File: src/rtl/gpio_uart_tx.sv
// Serialises every change of the processor GPIO byte as an 8N1 UART frame, LSB first.
// A single-entry pending slot holds one change that arrives mid-frame; overwrites are flagged.
module gpio_uart_tx #(
    parameter int unsigned CLKS_PER_BIT = 434,
    parameter int unsigned STOP_BITS    = 1
) (
    input  logic       clk,
    input  logic       reset,
    input  logic [7:0] gpio_i,
    output logic       tx_o,
    output logic       busy_o,
    output logic       pend_o,
    output logic       overrun_o,
    output logic [7:0] frame_cnt_o
);

    localparam int unsigned DATA_W = 8;
    localparam int unsigned IDX_W  = 3;
    localparam int unsigned CNT_W  = 17;

    localparam logic [CNT_W-1:0] BIT_LAST  = CNT_W'(CLKS_PER_BIT - 1);
    localparam logic [CNT_W-1:0] STOP_LAST = CNT_W'(STOP_BITS * CLKS_PER_BIT - 1);
    localparam logic [IDX_W-1:0] IDX_LAST  = IDX_W'(DATA_W - 1);

    typedef enum logic [1:0] {
        S_IDLE  = 2'd0,
        S_START = 2'd1,
        S_DATA  = 2'd2,
        S_STOP  = 2'd3
    } state_e;

    state_e              state_q, state_d;
    logic [DATA_W-1:0]   gpio_last_q, gpio_last_d;
    logic [DATA_W-1:0]   shreg_q, shreg_d;
    logic [DATA_W-1:0]   pend_q, pend_d;
    logic                pend_vld_q, pend_vld_d;
    logic [IDX_W-1:0]    bit_idx_q, bit_idx_d;
    logic [CNT_W-1:0]    baud_q, baud_d;
    logic                tx_q, tx_d;
    logic                busy_q, busy_d;
    logic                ovr_q, ovr_d;
    logic [7:0]          frame_cnt_q, frame_cnt_d;

    logic                chg;
    logic                bit_done;
    logic                stop_done;
    logic [IDX_W-1:0]    bit_idx_nxt;

    // State and output registers
    always_ff @(posedge clk) begin
        if (!reset) begin
            state_q     <= S_IDLE;
            gpio_last_q <= '0;
            shreg_q     <= '0;
            pend_q      <= '0;
            pend_vld_q  <= 1'b0;
            bit_idx_q   <= '0;
            baud_q      <= '0;
            tx_q        <= 1'b1;
            busy_q      <= 1'b0;
            ovr_q       <= 1'b0;
            frame_cnt_q <= '0;
        end else begin
            state_q     <= state_d;
            gpio_last_q <= gpio_last_d;
            shreg_q     <= shreg_d;
            pend_q      <= pend_d;
            pend_vld_q  <= pend_vld_d;
            bit_idx_q   <= bit_idx_d;
            baud_q      <= baud_d;
            tx_q        <= tx_d;
            busy_q      <= busy_d;
            ovr_q       <= ovr_d;
            frame_cnt_q <= frame_cnt_d;
        end
    end

    // Next-state, line and pending-slot logic
    always_comb begin
        state_d     = state_q;
        gpio_last_d = gpio_last_q;
        shreg_d     = shreg_q;
        pend_d      = pend_q;
        pend_vld_d  = pend_vld_q;
        bit_idx_d   = bit_idx_q;
        baud_d      = baud_q;
        tx_d        = tx_q;
        frame_cnt_d = frame_cnt_q;
        ovr_d       = 1'b0;

        chg         = (gpio_i != gpio_last_q);
        bit_done    = (baud_q == BIT_LAST);
        stop_done   = (state_q == S_STOP) && (baud_q == STOP_LAST);
        bit_idx_nxt = bit_idx_q + IDX_W'(1);

        if (chg) begin
            gpio_last_d = gpio_i;
        end

        unique case (state_q)
            S_IDLE: begin
                tx_d = 1'b1;
                if (chg) begin
                    shreg_d = gpio_i;
                    baud_d  = '0;
                    tx_d    = 1'b0;
                    state_d = S_START;
                end
            end
            S_START: begin
                if (bit_done) begin
                    baud_d    = '0;
                    bit_idx_d = '0;
                    tx_d      = shreg_q[0];
                    state_d   = S_DATA;
                end else begin
                    baud_d = baud_q + CNT_W'(1);
                end
            end
            S_DATA: begin
                if (bit_done) begin
                    baud_d = '0;
                    if (bit_idx_q == IDX_LAST) begin
                        tx_d    = 1'b1;
                        state_d = S_STOP;
                    end else begin
                        bit_idx_d = bit_idx_nxt;
                        tx_d      = shreg_q[bit_idx_nxt];
                    end
                end else begin
                    baud_d = baud_q + CNT_W'(1);
                end
            end
            S_STOP: begin
                if (stop_done) begin
                    baud_d      = '0;
                    frame_cnt_d = frame_cnt_q + 8'd1;
                    if (pend_vld_q) begin
                        shreg_d    = pend_q;
                        pend_vld_d = 1'b0;
                        tx_d       = 1'b0;
                        state_d    = S_START;
                    end else if (chg) begin
                        shreg_d = gpio_i;
                        tx_d    = 1'b0;
                        state_d = S_START;
                    end else begin
                        tx_d    = 1'b1;
                        state_d = S_IDLE;
                    end
                end else begin
                    baud_d = baud_q + CNT_W'(1);
                end
            end
            default: begin
                tx_d    = 1'b1;
                state_d = S_IDLE;
            end
        endcase

        // A mid-frame change parks in the slot; a direct load at stop end bypasses it
        if (chg && (state_q != S_IDLE)) begin
            if (stop_done && pend_vld_q) begin
                pend_d     = gpio_i;
                pend_vld_d = 1'b1;
            end else if (!stop_done) begin
                ovr_d      = pend_vld_q;
                pend_d     = gpio_i;
                pend_vld_d = 1'b1;
            end
        end

        busy_d = (state_d != S_IDLE);
    end

    assign tx_o        = tx_q;
    assign busy_o      = busy_q;
    assign pend_o      = pend_vld_q;
    assign overrun_o   = ovr_q;
    assign frame_cnt_o = frame_cnt_q;

endmodule
File: config.mk
export PLATFORM = sky130hd
export DESIGN_NAME = gpio_uart_tx
export DESIGN_NICKNAME = d
export VERILOG_FILES = /design/src/rtl/gpio_uart_tx.sv
export SDC_FILE = /design/constraint.sdc
export NUM_CORES = 1
export LEC_CHECK = 0
export CAP_MARGIN = 10
export CORE_MARGIN = 1.5
export CORE_UTILIZATION = 45
export DETAILED_ROUTE_END_ITERATION = 6
export PLACE_DENSITY = 0.65
export SKIP_LAST_GASP = 1
export SLEW_MARGIN = 20
export SYNTH_ARGS = -nofsm -noshare
export SYNTH_HDL_FRONTEND = slang
export SYNTH_SLANG_ARGS = --single-unit
File: constraint.sdc
create_clock -name clk -period 2.22 [get_ports clk]
set_input_delay 0.444 -clock clk [delete_from_list [all_inputs] [get_ports clk]]
set_output_delay 0.444 -clock clk [all_outputs]
set_load 0.02 [all_outputs]
Word level (Yosys, flattened, before mapping)
Cells that the tools add are included.
W data, S select, Z words.
{ "word_totals": {"register_bits": 58, "inputBits": 10, "output_inout_bits": 12, "wordCells": 80} }
{ "op_classes": {"n_addsub": 3, "magnitude_cmp": 1, "eq_ne": 12, "mux": 36, "bitwise": 2, "reduce_logical": 15} }
{ "op_table": {"columns": ["op", "count"], "rows": [
  ["$mux W17", 3],
  ["$pmux W17 S3", 1],
  ["$mux W8", 5],
  ["$add A17 B1 Y17 const B", 1],
  ["$eq A17 B9 Y1 const B", 1],
  ["$pmux W8 S2", 1],
  ["$mux W1", 14],
  ["$mux W2", 5],
  ["$ne A2 B2 Y1 const B", 5],
  ["$mux W3", 3],
  ["$add A8 B1 Y8 const B", 1],
  ["$ne A8 B8 Y1", 1],
  ["$pmux W2 S4", 1],
  ["$reduce_bool A2 Y1", 4],
  ["$pmux W3 S2", 1],
  ["$reduce_and A2 Y1", 3],
  ["$eq A2 B2 Y1 const B", 2],
  ["$lt A3 B4 Y1 const B", 1],
  ["$pmux W1 S4", 1],
  ["$reduce_and A4 Y1", 1],
  ["$add A3 B1 Y3 const B", 1],
  ["$bmux W1 S3", 1],
  ["$eq A3 B3 Y1 const B", 1],
  ["$logic_and A1 B1 Y1", 3],
  ["other kinds (7)", 8]
]} }

Logic depth before layout (Yosys ltp)
{ "logic_depth": {"ltp_word": 7, "depth_mapped": 9} }

Least setup slack after synthesis
Ideal clock, no wire load.
{ "synth_path": {"path_kind": "reg-to-reg", "from": "reg baud_q[0]", "to": "reg pend_q[7]", "setup_time_ns": 0.135, "t_arrival_ns": 1.737, "required_time_ns": 2.085, "setup_slack_ns": 0.348, "stages_incl_launch_ff": 8, "n_path_buf": 1, "period_less_slack_ns": 1.872, "path_cell_list": "dfxtp_1 -> ha_1 -> nor4b_1 -> nand4_2 -> or3_1 -> buf_2 -> nand3_1 -> a21oi_1"} }
{ "synth_between": {"elab_chain_cells": 5, "word_cells_on_any_way": 6, "cone_classes": "2 x eq/ne; 1 x mux; 3 x reduce/logical"} }
{ "synth_rtl": {"columns": ["element", "line", "source"], "rows": [
  ["start, declared", "38", "logic [CNT_W-1:0] baud_q, baud_d;"],
  ["start signal, assigned", "70", "baud_q <= baud_d;"],
  ["$eq A17 B9 Y1 (*)", "93", "stop_done = (state_q == S_STOP) && (baud_q == STOP_LAST);"],
  ["$logic_and A1 B1 Y1 (*)", "93", null],
  ["$logic_and A1 B1 Y1", "163", "if (stop_done && pend_vld_q) begin"],
  ["$ne A2 B1 Y1 (no line)", null, null],
  ["$reduce_and A2 Y1 (no line)", null, null],
  ["end signal, assigned", "67", "pend_q <= pend_d;"],
  ["end, declared", "35", "logic [DATA_W-1:0] pend_q, pend_d;"]
]} }
Mark *: on every way between the ends. The rest lies on a longest branch, timed or not.
A chain may end at the register's enable or synchronous reset.

Worst setup path in the final report
{ "layout_path": {"from": "reg baud_q[1]", "to": "reg frame_cnt_q[6] (netlist: frame_cnt_o[6])"} }
{ "layout_between": {"elab_chain_cells": 3} }
{ "layout_rtl": {"columns": ["element", "line", "source"], "rows": [
  ["$eq A17 B9 Y1", "93", null],
  ["$logic_and A1 B1 Y1", "93", null],
  ["$reduce_and A2 Y1 (no line)", null, null],
  ["end signal, assigned", "74", "frame_cnt_q <= frame_cnt_d;"],
  ["end, declared", "42", "logic [7:0] frame_cnt_q, frame_cnt_d;"]
]} }
Every way passes these cells.

==> summary.txt <==
Routing
  • Final wirelength: 6.917 mm
  • Routed vias: 2601
  • Drc violations: 0
  • ANT nets after route: 0
  • Initial DRC Count: 144
  • Routed wire per std cell: 15.10 µm
  • Vias per cell: 5.679
  • DRT Pass-1 Iters: 4

Job
  • Max cap viols: 0

Floorplan
  • Die Span X: 84.18 µm
  • Die Area: 0.007085 mm²
  • Die Span Y: 84.18 µm
  • Row count: 29
  • Total I/O pin count: 22
  • Core Region: 0.006350 mm²
  • Initial core utilization: 0.4670

Layout
  • Core Util, Final: 0.5730
  • Layout area overhead: 22.70%
  • Antenna Diode Count: 0
  • Nets@finish: 396
  • Fillers: 583
  • Layout cell share with drive strength beyond 1: 0.1627
  • Fin area: 0.003638 mm²
  • Area of the multi-input gates: 0.001700 mm²
  • Register Area: 0.001161 mm²

Clock network
  • Post-CTS Setup Bufs: 0
  • Clock slew at reported path FFs: 70 ps
  • H-Tree Depth: 3
  • Clock Sinks: 58
  • CTS tree: built
  • CTS Root Cell: clkbuf_8
  • Clk_lat worst skew: 350 ps
  • Total CTS buffers: 9
  • Clk buf depth: 2

Global routing
  • Total track usage: 0.2101
  • Vias in the first global route: 2530
  • Final global-route overflow total: 0
  • First-pass GRT wire length: 11.75 mm
  • Pin count of the biggest net entering global routing: 24
  • Antenna violations before repair: 0

Power
  • Final Power: 2.395 mW
  • Leakage: 1.400 nW
  • Peak VDD IR: 0.4013 mV
  • PD cells: 658.2 mW/mm²

Placement
  • Post-DP Area: 0.003423 mm²
  • HPWL after DPL: 4.976 mm
  • Placer Congestion: 0.8380
  • I/O Buffers: 21

Logic synthesis
  • Post-synthesis sequential element count: 58
  • Post-synthesis sequential area ratio: 0.3916
  • Ys Warns: 0
  • Mapped Cells: 333
  • Syn_nets: 352
  • Post-synth cell types: 54
  • Synthesized area per cell: 8.905 µm²
  • Post-synthesis cell area: 0.002965 mm²

STA
  • # setup viols final: 0
  • Relative slew slack: 0.6596
  • Fmax: 0.4909 GHz
  • Final slew viol count: 0
  • Worst-Margin Slew: 507.8 ps
  • Ratio of final minimum period to clock period: 0.9176
  • Worst Skew: 10.29 ps
  • Hold Fails Final Rpt: 0
  • Crit path time final: 2037 ps

Worst hold path
  • Worst min-delay path category: register to register

Worst setup path
  • Critical Path End Type: register
  • Worst-path maximum fanout: 11
  • Crit start category: register
  • CP arrival: 2320 ps
  • CP Class: register to register
  • Critical Path RT: 2510 ps

Run status
  • Status: completed
-- critical path: stages, from the launching register on --
cell and delay [ps]:
dfxtp_1 350, inv_1 70, ha_1 130, nor4b_2 200
buf_4 160, and4_1 340, buf_12 160, nand4_1 100
or3_1 330, a21oi_1 140
-- layout make-up --
cell class / instances / area share
clock buffer: 9 / 0.03404
clock inverter: 6 / 0.02270
inverter: 9 / 0.009285
multi-input combinational: 249 / 0.4673
sequential: 58 / 0.3191
tap: 77 / 0.02648
timing repair buffer: 50 / 0.1210
-- logic make-up (layout without fill, tap and decap cells) --
| logic type | Yosys count | in the layout | share of synthesized area |
|---|---|---|---|
| and+or+nand+nor | 119 | 119 | 0.2287 |
| AOI/OAI and AO/OA | 98 | 98 | 0.2211 |
| DFF | 58 | 58 | 0.3916 |
| buffers and inverters | 26 | 74 | 0.03798 |
| xor gates and xnor gates | 18 | 18 | 0.05316 |
| adders and majority gates | 9 | 9 | 0.03798 |
| muxes | 5 | 5 | 0.02953 |
-- per-layer routing --
layer	track usage	vias to the layer above	wire length, µm
met2	0.3505	54	3281
met1	0.2618	1232	3241
met5	0	-	0
met3	0.04130	8	295
li1	-	1307	-
met4	0.09836	0	98
-- per-stage QoR --
stage                     cells  hold WS (ps)  TNS (ps)  setup slack (ps)
after global routing        458         495.2    -1.125            -1.125
after floorplan             333         435.6         0             347.6
final                       458         469.8         0             183.0
after global placement      443         450.0    -601.3            -68.99
after detailed placement    443         457.7     -1201            -114.4
after CTS                   458         470.4         0             61.22
-- state kept, by name (all words and copies together), names as in the netlist --
| name | count |
|---|---|
| baud_q | 17 |
| bit_idx_q | 3 |
| busy_o | 1 |
| frame_cnt_o | 8 |
| gpio_last_q | 8 |
| overrun_o | 1 |
| pend_o | 1 |
| pend_q | 8 |
| shreg_q | 8 |
| state_q | 2 |
| tx_o | 1 |
-- cells in the mapped netlist (all sizes together) --
cell type / instances / share of area
and4: 4 / 0.012
a31oi: 6 / 0.013
a211oi: 13 / 0.036
nand4: 7 / 0.017
and3: 5 / 0.012
and2: 12 / 0.025
o31ai: 3 / 0.0076
a2bb2oi: 1 / 0.0030
nor2: 29 / 0.037
o41ai: 1 / 0.0030
a22oi: 1 / 0.0025
nor3b: 3 / 0.0093
o211ai: 2 / 0.0051
a21o: 3 / 0.0076
xnor2: 6 / 0.018
xor2: 12 / 0.035
inv: 9 / 0.011
or3: 6 / 0.013
nand2: 19 / 0.024
buf: 7 / 0.014
mux2i: 3 / 0.014
ha: 9 / 0.038
mux4: 2 / 0.015
o21ai: 26 / 0.045
nor3: 5 / 0.012
a21oi: 25 / 0.043
nor4b: 2 / 0.0059
a21boi: 1 / 0.0063
o21a: 2 / 0.0051
a22o: 1 / 0.0030
nand2b: 3 / 0.0063
a41oi: 2 / 0.0059
dfxtp: 58 / 0.39
nand3: 18 / 0.030
a32oi: 1 / 0.0030
nor4: 4 / 0.021
clkbuf: 10 / 0.013
or4: 1 / 0.0025
o211a: 8 / 0.027
o21bai: 1 / 0.0025
nor2b: 1 / 0.0021
o22ai: 1 / 0.0021
-- where the power goes --
| part | switching, mW | leakage, nW | internal, mW | total (mW) |
|---|---|---|---|---|
| Clock | 0.437 | 0.105 | 0.619 | 1.06 |
| Combinational | 0.129 | 0.821 | 0.109 | 0.238 |
| Sequential | 0.0227 | 0.474 | 1.08 | 1.10 |
| Total | 0.588 | 1.40 | 1.81 | 2.39 |
-- cells in the final DEF (no fill, tap or decap), drive strengths merged, types with 7 or more instances in the layout --
cell type,count
a21oi,25
buf,29
o211a,8
clkbuf,9
and2,12
clkdlybuf4s50,21
nand3,18
nand2,19
nand4,7
xor2,12
nor2,29
dfxtp,58
o21ai,26
inv,9
ha,9
a211oi,13
-- path summary, 6_finish.rpt --
kind / start / end / slack [ps] / cells past startpoint
hold reg to reg: bit_idx_q[1] / bit_idx_q[1] / 470 / 2
setup / recovery: baud_q[1] / frame_cnt_o[6] / 180 / 9
hold / removal: bit_idx_q[1] / bit_idx_q[1] / 470 / 2
setup reg to reg: baud_q[1] / frame_cnt_o[6] / 180 / 9
-- what timing repair did --
action	CTS	global route
hold buffers	0	0
endpoints found under the setup margin	0	27
resized for setup	0	2
No activity file was read; power rests on OpenSTA's default activity.
